==> src/rtl/radar_scan_sequencer.sv <==
// radar_scan_sequencer: steps a servo across SECTORS positions and fires one
// HC-SR04 ping per sector. Each ping is: settle wait, trigger pulse, wait for
// echo rise, measure echo high-time, store the result, then a dead-time gap.
//
// Ports:
//   clk        in   system clock, all logic on rising edge
//   rst        in   synchronous active-high reset
//   enable     in   run sweeps; when low, stops at the next IDLE return point
//   ech        in   raw asynchronous echo from the sensor
//   tk         out  trigger pulse to the sensor
//   sector     out  commanded servo sector index (0..SECTORS-1)
//   wr_en      out  one-cycle result-valid strobe
//   wr_addr    out  sector of the result
//   wr_data    out  echo high-time in clk cycles, saturated at ECHO_TIMEOUT
//   wr_timeout out  result is a timeout (no echo, or echo too long)
//   busy       out  high in every state except IDLE
//   sweep_done out  one-cycle pulse when the last sector of a sweep is stored
//
// Build option: define RADAR_SEQ_BOUNCE_EN to ping-pong the sector
// 0..SECTORS-1..0 instead of wrapping SECTORS-1 -> 0.
module radar_scan_sequencer #(
  parameter int unsigned SECTORS       = 7,
  parameter int unsigned SETTLE_CYCLES = 2700000,
  parameter int unsigned TRIG_CYCLES   = 270,
  parameter int unsigned ECHO_TIMEOUT  = 1000000,
  parameter int unsigned GAP_CYCLES    = 1620000
) (
  input  logic        clk,
  input  logic        rst,
  input  logic        enable,
  input  logic        ech,
  output logic        tk,
  output logic [3:0]  sector,
  output logic        wr_en,
  output logic [3:0]  wr_addr,
  output logic [19:0] wr_data,
  output logic        wr_timeout,
  output logic        busy,
  output logic        sweep_done
);

  localparam int unsigned SEC_W  = 4;
  localparam int unsigned DATA_W = 20;
  localparam int unsigned MAX_A  = (SETTLE_CYCLES > GAP_CYCLES) ? SETTLE_CYCLES : GAP_CYCLES;
  localparam int unsigned MAX_B  = (ECHO_TIMEOUT > TRIG_CYCLES) ? ECHO_TIMEOUT : TRIG_CYCLES;
  localparam int unsigned MAX_W  = (MAX_A > MAX_B) ? MAX_A : MAX_B;
  // Shared counter is at least 20 bits and wide enough for the longest wait
  localparam int unsigned CNT_W  = ($clog2(MAX_W + 1) > DATA_W) ? $clog2(MAX_W + 1) : DATA_W;

  localparam logic [CNT_W-1:0]  SETTLE_LAST = CNT_W'(SETTLE_CYCLES - 1);
  localparam logic [CNT_W-1:0]  TRIG_LAST   = CNT_W'(TRIG_CYCLES - 1);
  localparam logic [CNT_W-1:0]  GAP_LAST    = CNT_W'(GAP_CYCLES - 1);
  localparam logic [CNT_W-1:0]  WAIT_LAST   = CNT_W'(ECHO_TIMEOUT - 1);
  // The rise-detect cycle is already one high cycle, so MEASURE saturates one earlier
  localparam logic [CNT_W-1:0]  MEAS_LAST   = CNT_W'(ECHO_TIMEOUT - 2);
  localparam logic [DATA_W-1:0] TO_DATA     = DATA_W'(ECHO_TIMEOUT);
  localparam logic [SEC_W-1:0]  SEC_LAST    = SEC_W'(SECTORS - 1);

  typedef enum logic [2:0] {
    IDLE, SETTLE, TRIG, WAIT_RISE, MEASURE, STORE, GAP
  } state_t;

  state_t              state_q, state_d;
  logic [CNT_W-1:0]    cnt_q, cnt_d;
  logic [SEC_W-1:0]    sector_q, sector_d;
  logic                ech_s1_q, ech_s1_d;
  logic                ech_s2_q, ech_s2_d;
  logic                tk_q, tk_d;
  logic                wr_en_q, wr_en_d;
  logic [SEC_W-1:0]    wr_addr_q, wr_addr_d;
  logic [DATA_W-1:0]   wr_data_q, wr_data_d;
  logic                wr_timeout_q, wr_timeout_d;
  logic                busy_q, busy_d;
  logic                sweep_done_q, sweep_done_d;
  logic                at_end;
  logic                ech_s;
`ifdef RADAR_SEQ_BOUNCE_EN
  logic                dir_up_q, dir_up_d;
`endif

  assign ech_s = ech_s2_q;

  // State register and all registered outputs
  always_ff @(posedge clk) begin
    if (rst) begin
      state_q      <= IDLE;
      cnt_q        <= '0;
      sector_q     <= '0;
      ech_s1_q     <= 1'b0;
      ech_s2_q     <= 1'b0;
      tk_q         <= 1'b0;
      wr_en_q      <= 1'b0;
      wr_addr_q    <= '0;
      wr_data_q    <= '0;
      wr_timeout_q <= 1'b0;
      busy_q       <= 1'b0;
      sweep_done_q <= 1'b0;
`ifdef RADAR_SEQ_BOUNCE_EN
      dir_up_q     <= 1'b1;
`endif
    end else begin
      state_q      <= state_d;
      cnt_q        <= cnt_d;
      sector_q     <= sector_d;
      ech_s1_q     <= ech_s1_d;
      ech_s2_q     <= ech_s2_d;
      tk_q         <= tk_d;
      wr_en_q      <= wr_en_d;
      wr_addr_q    <= wr_addr_d;
      wr_data_q    <= wr_data_d;
      wr_timeout_q <= wr_timeout_d;
      busy_q       <= busy_d;
      sweep_done_q <= sweep_done_d;
`ifdef RADAR_SEQ_BOUNCE_EN
      dir_up_q     <= dir_up_d;
`endif
    end
  end

  // Next-state, counter, sector stepping and output staging
  always_comb begin
    state_d      = state_q;
    cnt_d        = cnt_q + CNT_W'(1);
    sector_d     = sector_q;
    ech_s1_d     = ech;
    ech_s2_d     = ech_s1_q;
    wr_addr_d    = wr_addr_q;
    wr_data_d    = wr_data_q;
    wr_timeout_d = wr_timeout_q;
`ifdef RADAR_SEQ_BOUNCE_EN
    dir_up_d     = dir_up_q;
    at_end       = dir_up_q ? (sector_q == SEC_LAST) : (sector_q == '0);
`else
    at_end       = (sector_q == SEC_LAST);
`endif

    unique case (state_q)
      IDLE: begin
        cnt_d = '0;
        if (enable) state_d = SETTLE;
      end
      SETTLE: begin
        if (cnt_q >= SETTLE_LAST) begin
          state_d = TRIG;
          cnt_d   = '0;
        end
      end
      TRIG: begin
        if (cnt_q >= TRIG_LAST) begin
          state_d = WAIT_RISE;
          cnt_d   = '0;
        end
      end
      WAIT_RISE: begin
        // Level-sensitive: an echo already high here is treated as a rise
        if (ech_s) begin
          state_d = MEASURE;
          cnt_d   = '0;
        end else if (cnt_q >= WAIT_LAST) begin
          state_d      = STORE;
          cnt_d        = '0;
          wr_data_d    = TO_DATA;
          wr_timeout_d = 1'b1;
        end
      end
      MEASURE: begin
        // cnt_q counts high cycles after the detect cycle, hence the +1
        if (!ech_s) begin
          state_d      = STORE;
          cnt_d        = '0;
          wr_data_d    = DATA_W'(cnt_q + CNT_W'(1));
          wr_timeout_d = 1'b0;
        end else if (cnt_q >= MEAS_LAST) begin
          state_d      = STORE;
          cnt_d        = '0;
          wr_data_d    = TO_DATA;
          wr_timeout_d = 1'b1;
        end
      end
      STORE: begin
        state_d = GAP;
        cnt_d   = '0;
      end
      GAP: begin
        if (cnt_q >= GAP_LAST) begin
          cnt_d   = '0;
          state_d = enable ? SETTLE : IDLE;
`ifdef RADAR_SEQ_BOUNCE_EN
          if (dir_up_q) begin
            if (sector_q == SEC_LAST) begin
              dir_up_d = 1'b0;
              sector_d = sector_q - SEC_W'(1);
            end else begin
              sector_d = sector_q + SEC_W'(1);
            end
          end else begin
            if (sector_q == '0) begin
              dir_up_d = 1'b1;
              sector_d = sector_q + SEC_W'(1);
            end else begin
              sector_d = sector_q - SEC_W'(1);
            end
          end
`else
          sector_d = (sector_q == SEC_LAST) ? '0 : sector_q + SEC_W'(1);
`endif
        end
      end
      default: begin
        state_d = IDLE;
        cnt_d   = '0;
      end
    endcase

    // Outputs are staged from the next state so they line up with it
    tk_d         = (state_d == TRIG);
    busy_d       = (state_d != IDLE);
    wr_en_d      = (state_d == STORE);
    sweep_done_d = (state_d == STORE) && at_end;
    if (state_d == STORE) wr_addr_d = sector_q;
  end

  assign tk         = tk_q;
  assign sector     = sector_q;
  assign wr_en      = wr_en_q;
  assign wr_addr    = wr_addr_q;
  assign wr_data    = wr_data_q;
  assign wr_timeout = wr_timeout_q;
  assign busy       = busy_q;
  assign sweep_done = sweep_done_q;

endmodule

==> config.mk <==
export PLATFORM = sky130hd
export DESIGN_NAME = radar_scan_sequencer
export DESIGN_NICKNAME = d
export VERILOG_FILES = /design/src/rtl/radar_scan_sequencer.sv
export SDC_FILE = /design/constraint.sdc
export NUM_CORES = 1
export LEC_CHECK = 0
export CORE_MARGIN = 3
export CORE_UTILIZATION = 50
export CTS_CLUSTER_SIZE = 10
export DETAILED_ROUTE_END_ITERATION = 16
export PLACE_DENSITY = 0.83
export RECOVER_POWER = 100
export SLEW_MARGIN = 20
export SYNTH_ARGS = -nofsm -noshare
export SYNTH_HDL_FRONTEND = slang
export SYNTH_SLANG_ARGS = --single-unit
==> constraint.sdc <==
create_clock -name clk -period 3.8 [get_ports clk]
set_input_delay 0.38 -clock clk [delete_from_list [all_inputs] [get_ports clk]]
set_output_delay 0.38 -clock clk [all_outputs]
set_load 0.02 [all_outputs]
==> impl_results.md, run 1 <==
* Starting Density at 53.0%
* Status: finished, final reports clean
* Number of port buffers at 36
* Total gr overflow at 0
* Pre-antenna DRT Iters at 4
* DIE WIDTH at 80.3 um
* CTS clk-pin slew, worst paths at 0.07 ns
* CTS resizes at 0
* # fillers at 465
* Final Setup Violations at 0
* Hold Violations, Final at 0
* P&R area growth vs syn at 19.1%
* Die area at 6440 um^2
* Worst slew margin at 36.9%
* Antenna viol nets, final at 0
* Reg2reg start: cnt_q[10]
* Drt initial violations at 111
* Synthesized flop and latch total at 60
* Tot GR Track Use at 20.5%
* Max_cap viols at 0
* RePlAce Congestion at 0.854
* Crit path top cell by count: nor2_1
* Register area share after synthesis at 43.6%
* Leak at 0.00132 uW
* Asr flop ratio synth at 0%
* Mapped cell area at 2760 um^2
* Arr. time, crit path at 3.11 ns
* Hold path depth at 1
* I/O pin count at 37
* First-pass GRT wire length at 10,200 um
* Worst hold path startpoint: ech_s1_q
* Skew final at 0.00874 ns
* Instance count of the mapped netlist at 313
* Max FO, Critical Path at 12
* Largest stage delay, worst path at 0.57 ns
* Final setup TNS at 0 ns
* Cts hold-fix bufs at 0
* Syn_nets at 321
* Reg2Reg Setup Slack at 0.89 ns
* Final period util at 76.7%
* R2R cell count at 8
* Clock root buffer master: clkbuf_8
* Critical Path Source Type: flop
* Longest Clk Path Bufs at 2
* Sink Count at 60
* Crit-path cells: or4_1 > nor2_1 > a21oi_1 > o31a_2 > a31oi_1 > clkbuf_1 > mux2i_1 > nor2_1
* Vias in the first global route at 2,173
* Row cnt at 26
* Hold path endpoint: ech_s
* Worst Path Class, Setup: reg2reg
* Final net count at 351
* Layout cells sized above 1 at 6.61%
* Warnings, synthesis at 0
* CTS H-tree depth at 3
* R2R Path End: wr_addr[1]
* Core Box Area at 5200 um^2
* P per Cell Area at 377 nW/um^2
* CP max-delay cell: or4_1
* TritonCTS clock tree: yes
* Dominant synthesized flop cell: dfxtp_1
* Most frequent cells in the layout: dfxtp_1 (60), nor2_1 (52), dlygate4sd3_1 (34), inv_1 (18), nand2_1 (13)
* Syn Area/Cell at 8.81 um^2
* Die Ht at 80.3 um
* Most common cell after layout, fill and taps aside: dfxtp_1
* Ant. Diodes at 0
* Routed Wire Length at 5830 um
* Worst hold slack at 0.440 ns
* Detailed-route via count at 2,285
* Max VDD drop at 0.357 mV
* CP Capture Type: flop
* RSZ-0062 raised after global routing: no
* Distinct cells, synth at 56
* CP top delay family: simple AND/OR/NAND/NOR gates
* TritonCTS buffer count at 9
* Drc violations at 0
* Max Fclk at 343 MHz
* Max Slew Vio Count at 0
* Post-synth EDFFs at 0
* Largest net degree at the start of global routing at 23
* HP Class: reg2reg
* Avg WL per Cell at 14.0 um
* Least-Margin Pin Slew at 0.946 ns
* CP Buf/Inv Count at 1
* # Post-CTS Setup Buffers at 0
* DP HPWL at 4020 um
* Vias/cell at 5.47
* Minimum clock period at 2.91 ns
* Initial antenna violation count at 0
* Latest clock arrival within the worst-skew pair at 0.35 ns
* Required time at the worst-slack endpoint at 3.99 ns
==> report_power, final <==
group,internal [uW],switching (uW)
Sequential,632,3.50
Combinational,10.5,18.6
Clock,319,253
==> layout make-up <==
cell class,count,area [um^2],share of cell area (%)
Multi-Input combinational cell,214,1350,41.0
Inverter,18,67.6,2.06
Clock buffer,10,138,4.19
Timing Repair Buffer,40,379,11.5
Clock inverter,6,63.8,1.94
Tap cell,70,87.6,2.67
Sequential cell,60,1200,36.6
==> per-stage QoR <==
step           utilization (%)  area [um^2]  power [uW]  instances  setup WS [ns]
5_1_grt                   63.1         3280        1280        418          0.608
3_3_place_gp              59.7         3110         680        402           1.14
6_report                  63.1         3280        1240        418          0.886
3_5_place_dp              59.7         3110         682        402           1.07
2_1_floorplan                -         2760         672        313           1.22
4_1_cts                   63.6         3310        1250        418           1.05
==> routing by layer <==
layer	track usage (%)	vias to the layer above	part of all wire, %
met1	26.0	1073	48
met5	0	-	0
met2	31.2	46	45
met4	12.5	0	2.6
li1	-	1153	-
met3	5.16	13	3.8
==> worst max path at each step <==
stage | start | to | cells after the start
2_1_floorplan | cnt_q[7] | busy | 9
3_3_place_gp | cnt_q[0] | busy | 8
3_5_place_dp | cnt_q[0] | busy | 8
4_1_cts | cnt_q[0] | busy | 8
5_1_grt | cnt_q[10] | wr_addr[3] | 8
6_report | cnt_q[10] | wr_addr[1] | 8
==> registers in the layout, summed over array words and instances (netlist names) <==
register,cells
sweep_done,1
sector,4
ech_s1_q,1
wr_data,20
busy,1
wr_timeout,1
ech_s,1
wr_addr,4
wr_en,1
tk,1
state_q,3
cnt_q,22
==> cell families after synthesis <==
logic type / Yosys count / synth area share (%)
multiplexers: 5 / 1.81
buffers and inverters: 39 / 7.08
AO/OA/AOI/OAI: 54 / 15.2
adder cells (fa/ha/maj): 4 / 1.81
AND/OR/NAND/NOR: 130 / 23.9
XOR/XNOR: 21 / 6.67
flip-flops: 60 / 43.6
==> cells in the mapped netlist (2+ instances only) <==
cell / count / share of area (%)
a21oi_1: 9 / 1.6
and2_1: 4 / 0.91
nand3_1: 10 / 1.8
and3_1: 6 / 1.4
a311oi_1: 3 / 0.95
a211o_1: 2 / 0.64
or3_1: 2 / 0.45
nand2_1: 13 / 1.8
nor3_1: 10 / 1.8
o21ai_0: 2 / 0.36
and2b_1: 2 / 0.54
a31oi_1: 2 / 0.45
a22oi_1: 9 / 2.4
a211oi_1: 4 / 1.1
buf_2: 4 / 0.73
nor2b_1: 10 / 2.3
dfxtp_1: 60 / 44
buf_6: 4 / 1.6
xor2_1: 10 / 3.2
or4_1: 2 / 0.54
and4_1: 3 / 0.95
nand4_1: 5 / 1.1
xnor2_1: 11 / 3.5
o21ai_1: 2 / 0.36
ha_1: 4 / 1.8
clkbuf_1: 10 / 1.4
buf_4: 2 / 0.54
mux2i_1: 5 / 1.8
nand3b_1: 2 / 0.54
inv_1: 18 / 2.4
a221oi_1: 7 / 2.2
nor2_1: 52 / 7.1
(Power assumes the default switching activity.)
==> inputs of run 2 (changes only) <==
Settings changed: CORE_UTILIZATION 50 to 49, PLACE_DENSITY 0.83 to 0.84.
Clock period 3.8 ns to 2.4 ns, I/O delays scaled along.
==> impl_results.md, run 2 (synthesized netlist as in run 1, its figures left out) <==
* Max reg flops at 22
* Die area at 6560 um^2
* Ant. Diodes at 0
* Switch Pwr at 417 uW
* Largest stage delay, worst path at 0.49 ns
* P per Cell Area at 517 nW/um^2
* TritonCTS clock tree: yes
* Worst slew margin at 61.0%
* Required time at the worst-slack endpoint at 2.64 ns
* Least-Margin Pin Slew at 0.583 ns
* Initial antenna violation count at 0
* Starting Density at 52.3%
* Cts hold-fix bufs at 0
* Vias/cell at 5.61
* Placed cell area at 3250 um^2
* WL met1 at 3020 um
* Latest clock arrival within the worst-skew pair at 0.35 ns
* Worst hold slack at 0.445 ns
* Max VDD drop at 0.407 mV
* Number of port buffers at 36
* Core Box Area at 5270 um^2
* Max Slew Vio Count at 0
* HP Class: in2reg
* CTS clk-pin slew, worst paths at 0.06 ns
* Logic pwr share at 3.1%
* Max_cap viols at 0
* Worst Slack Setup Final at 0.0212 ns
* Routed Wire Length at 6860 um
* CP max-delay cell: or4_1
* Row cnt at 26
* Longest Clk Path Bufs at 2
* Routed wl met2 at 3260 um
* Drt initial violations at 253
* Pre-antenna DRT Iters at 4
* Hold Violations, Final at 0
* Area of the multi-input gates at 1440 um^2
* Layout cells sized above 1 at 16.2%
* Arr. time, crit path at 2.61 ns
* Largest net degree at the start of global routing at 25
* Avg WL per Cell at 15.6 um
* Max FO, Critical Path at 5
* P&R area growth vs syn at 29.2%
* Leak at 0.00135 uW
* Uppermost routed layer: met4
* CTS H-tree depth at 3
* DIE WIDTH at 81.0 um
* Drc violations at 0
* RePlAce Congestion at 0.860
* Clock root buffer master: clkbuf_8
* Sink Count at 60
* Final instance area at 3560 um^2
* Status: finished, final reports clean
* Tot GR Track Use at 20.8%
* Final core occ at 67.6%
* Final Setup Violations at 0
* Reg power frac at 54.7%
* Total gr overflow at 0
* Storage cell area at 1200 um^2
* Final setup TNS at 0 ns
* Final period util at 99.1%
* Place WS at 0.0223 ns
* Critical Path Source Type: flop
* Final net count at 373
* CP Capture Type: flop
* RSZ-0062 raised after global routing: yes
* Switching share of power at 22.6%
* Vias in the first global route at 2,293
* Die Ht at 81.0 um
* TritonCTS buffer count at 9
* Met3 Wirelength at 357 um
* Skew final at 0.00686 ns
* Minimum clock period at 2.38 ns
* First-pass GRT wire length at 10,500 um
* Power Internal at 1420 uW
* Most frequent cells in the layout: dfxtp_1 (58), nor2_1 (50), clkdlybuf4s50_1 (36), buf_4 (23), inv_1 (18)
* Max Fclk at 420 MHz
* Most common cell after layout, fill and taps aside: dfxtp_1
* I/O pin count at 37
* Most flop-heavy register: cnt_q
* Detailed-route via count at 2,469
* DP HPWL at 4330 um
* Crit-path cells: ha_4 > a41o_1 > or4_1 > a311o_1 > and3_4 > a21oi_2 > o211ai_2 > a211o_1
* Clock Power Share at 42.2%
* # fillers at 446
* Worst Path Class, Setup: reg2reg
* Antenna viol nets, final at 0
run 2: cell types whose count changed in the layout (fill, tap and decap cells not counted), sizes merged:
cell           before  now
clkinv              3    2
bufinv              1    0
clkdlybuf4s50       2   36
dlygate4sd3        34    0
clkinvlp            2    0
clkbuf             13   16
buf                 1   24
run 2: timing repair:
item / in CTS / in global routing
setup buffers: 1 / 2
pin swaps: 1 / 4
gates cloned: 0 / 2
setup endpoints to repair: 2 / 43
gates resized for setup: 3 / 12
run 2: through the flow:
stage,total power [uW],instances
after global placement,1080,419
final,1840,440
after floorplan,1060,313
after global routing,1890,440
after CTS,1840,436
after detailed placement,1080,419
run 2: power by group through the flow:
| stage | clock [uW] | sequential, uW | combinational [uW] |
|---|---|---|---|
| 4_1_cts | 780 | 1010 | 51.1 |
| 2_1_floorplan | 0 | 1030 | 33.7 |
| 5_1_grt | 824 | 1010 | 61.1 |
| 6_report | 777 | 1010 | 56.6 |
| 3_5_place_dp | 0 | 1030 | 50.0 |
| 3_3_place_gp | 0 | 1030 | 48.1 |
run 2: critical path, delay by kind of cell, from the launching register on:
kind / cells / cell delay (ns)
flip-flops: 1 / 0.34
adder cells (fa/ha/maj): 1 / 0.16
AO/OA/AOI/OAI: 5 / 1.07
AND/OR/NAND/NOR: 2 / 0.69
run 2: per-layer routing:
layer,GRT usage (%),vias up
met5,0,-
met4,10.6,0
met3,5.99,25
met2,32.3,81
met1,26.2,1169
li1,-,1194
run 2: final timing paths:
| check | from | to | slack, ns | cells past startpoint |
|---|---|---|---|---|
| hold reg to reg | ech_s1_q | ech_s | 0.45 | 1 |
| setup reg to reg | cnt_q[1] | busy | 0.02 | 8 |
| setup / recovery | cnt_q[1] | busy | 0.02 | 8 |
| hold / removal | ech | ech_s1_q | 0.44 | 2 |
run 2: cell type report:
cell class | instances | share of cell area (%)
Multi-Input combinational cell | 214 | 40.4
Sequential cell | 60 | 33.8
Timing Repair Buffer | 62 | 16.9
Clock buffer | 14 | 4.28
Tap cell | 70 | 2.46
Inverter | 18 | 1.90
Clock inverter | 2 | 0.281
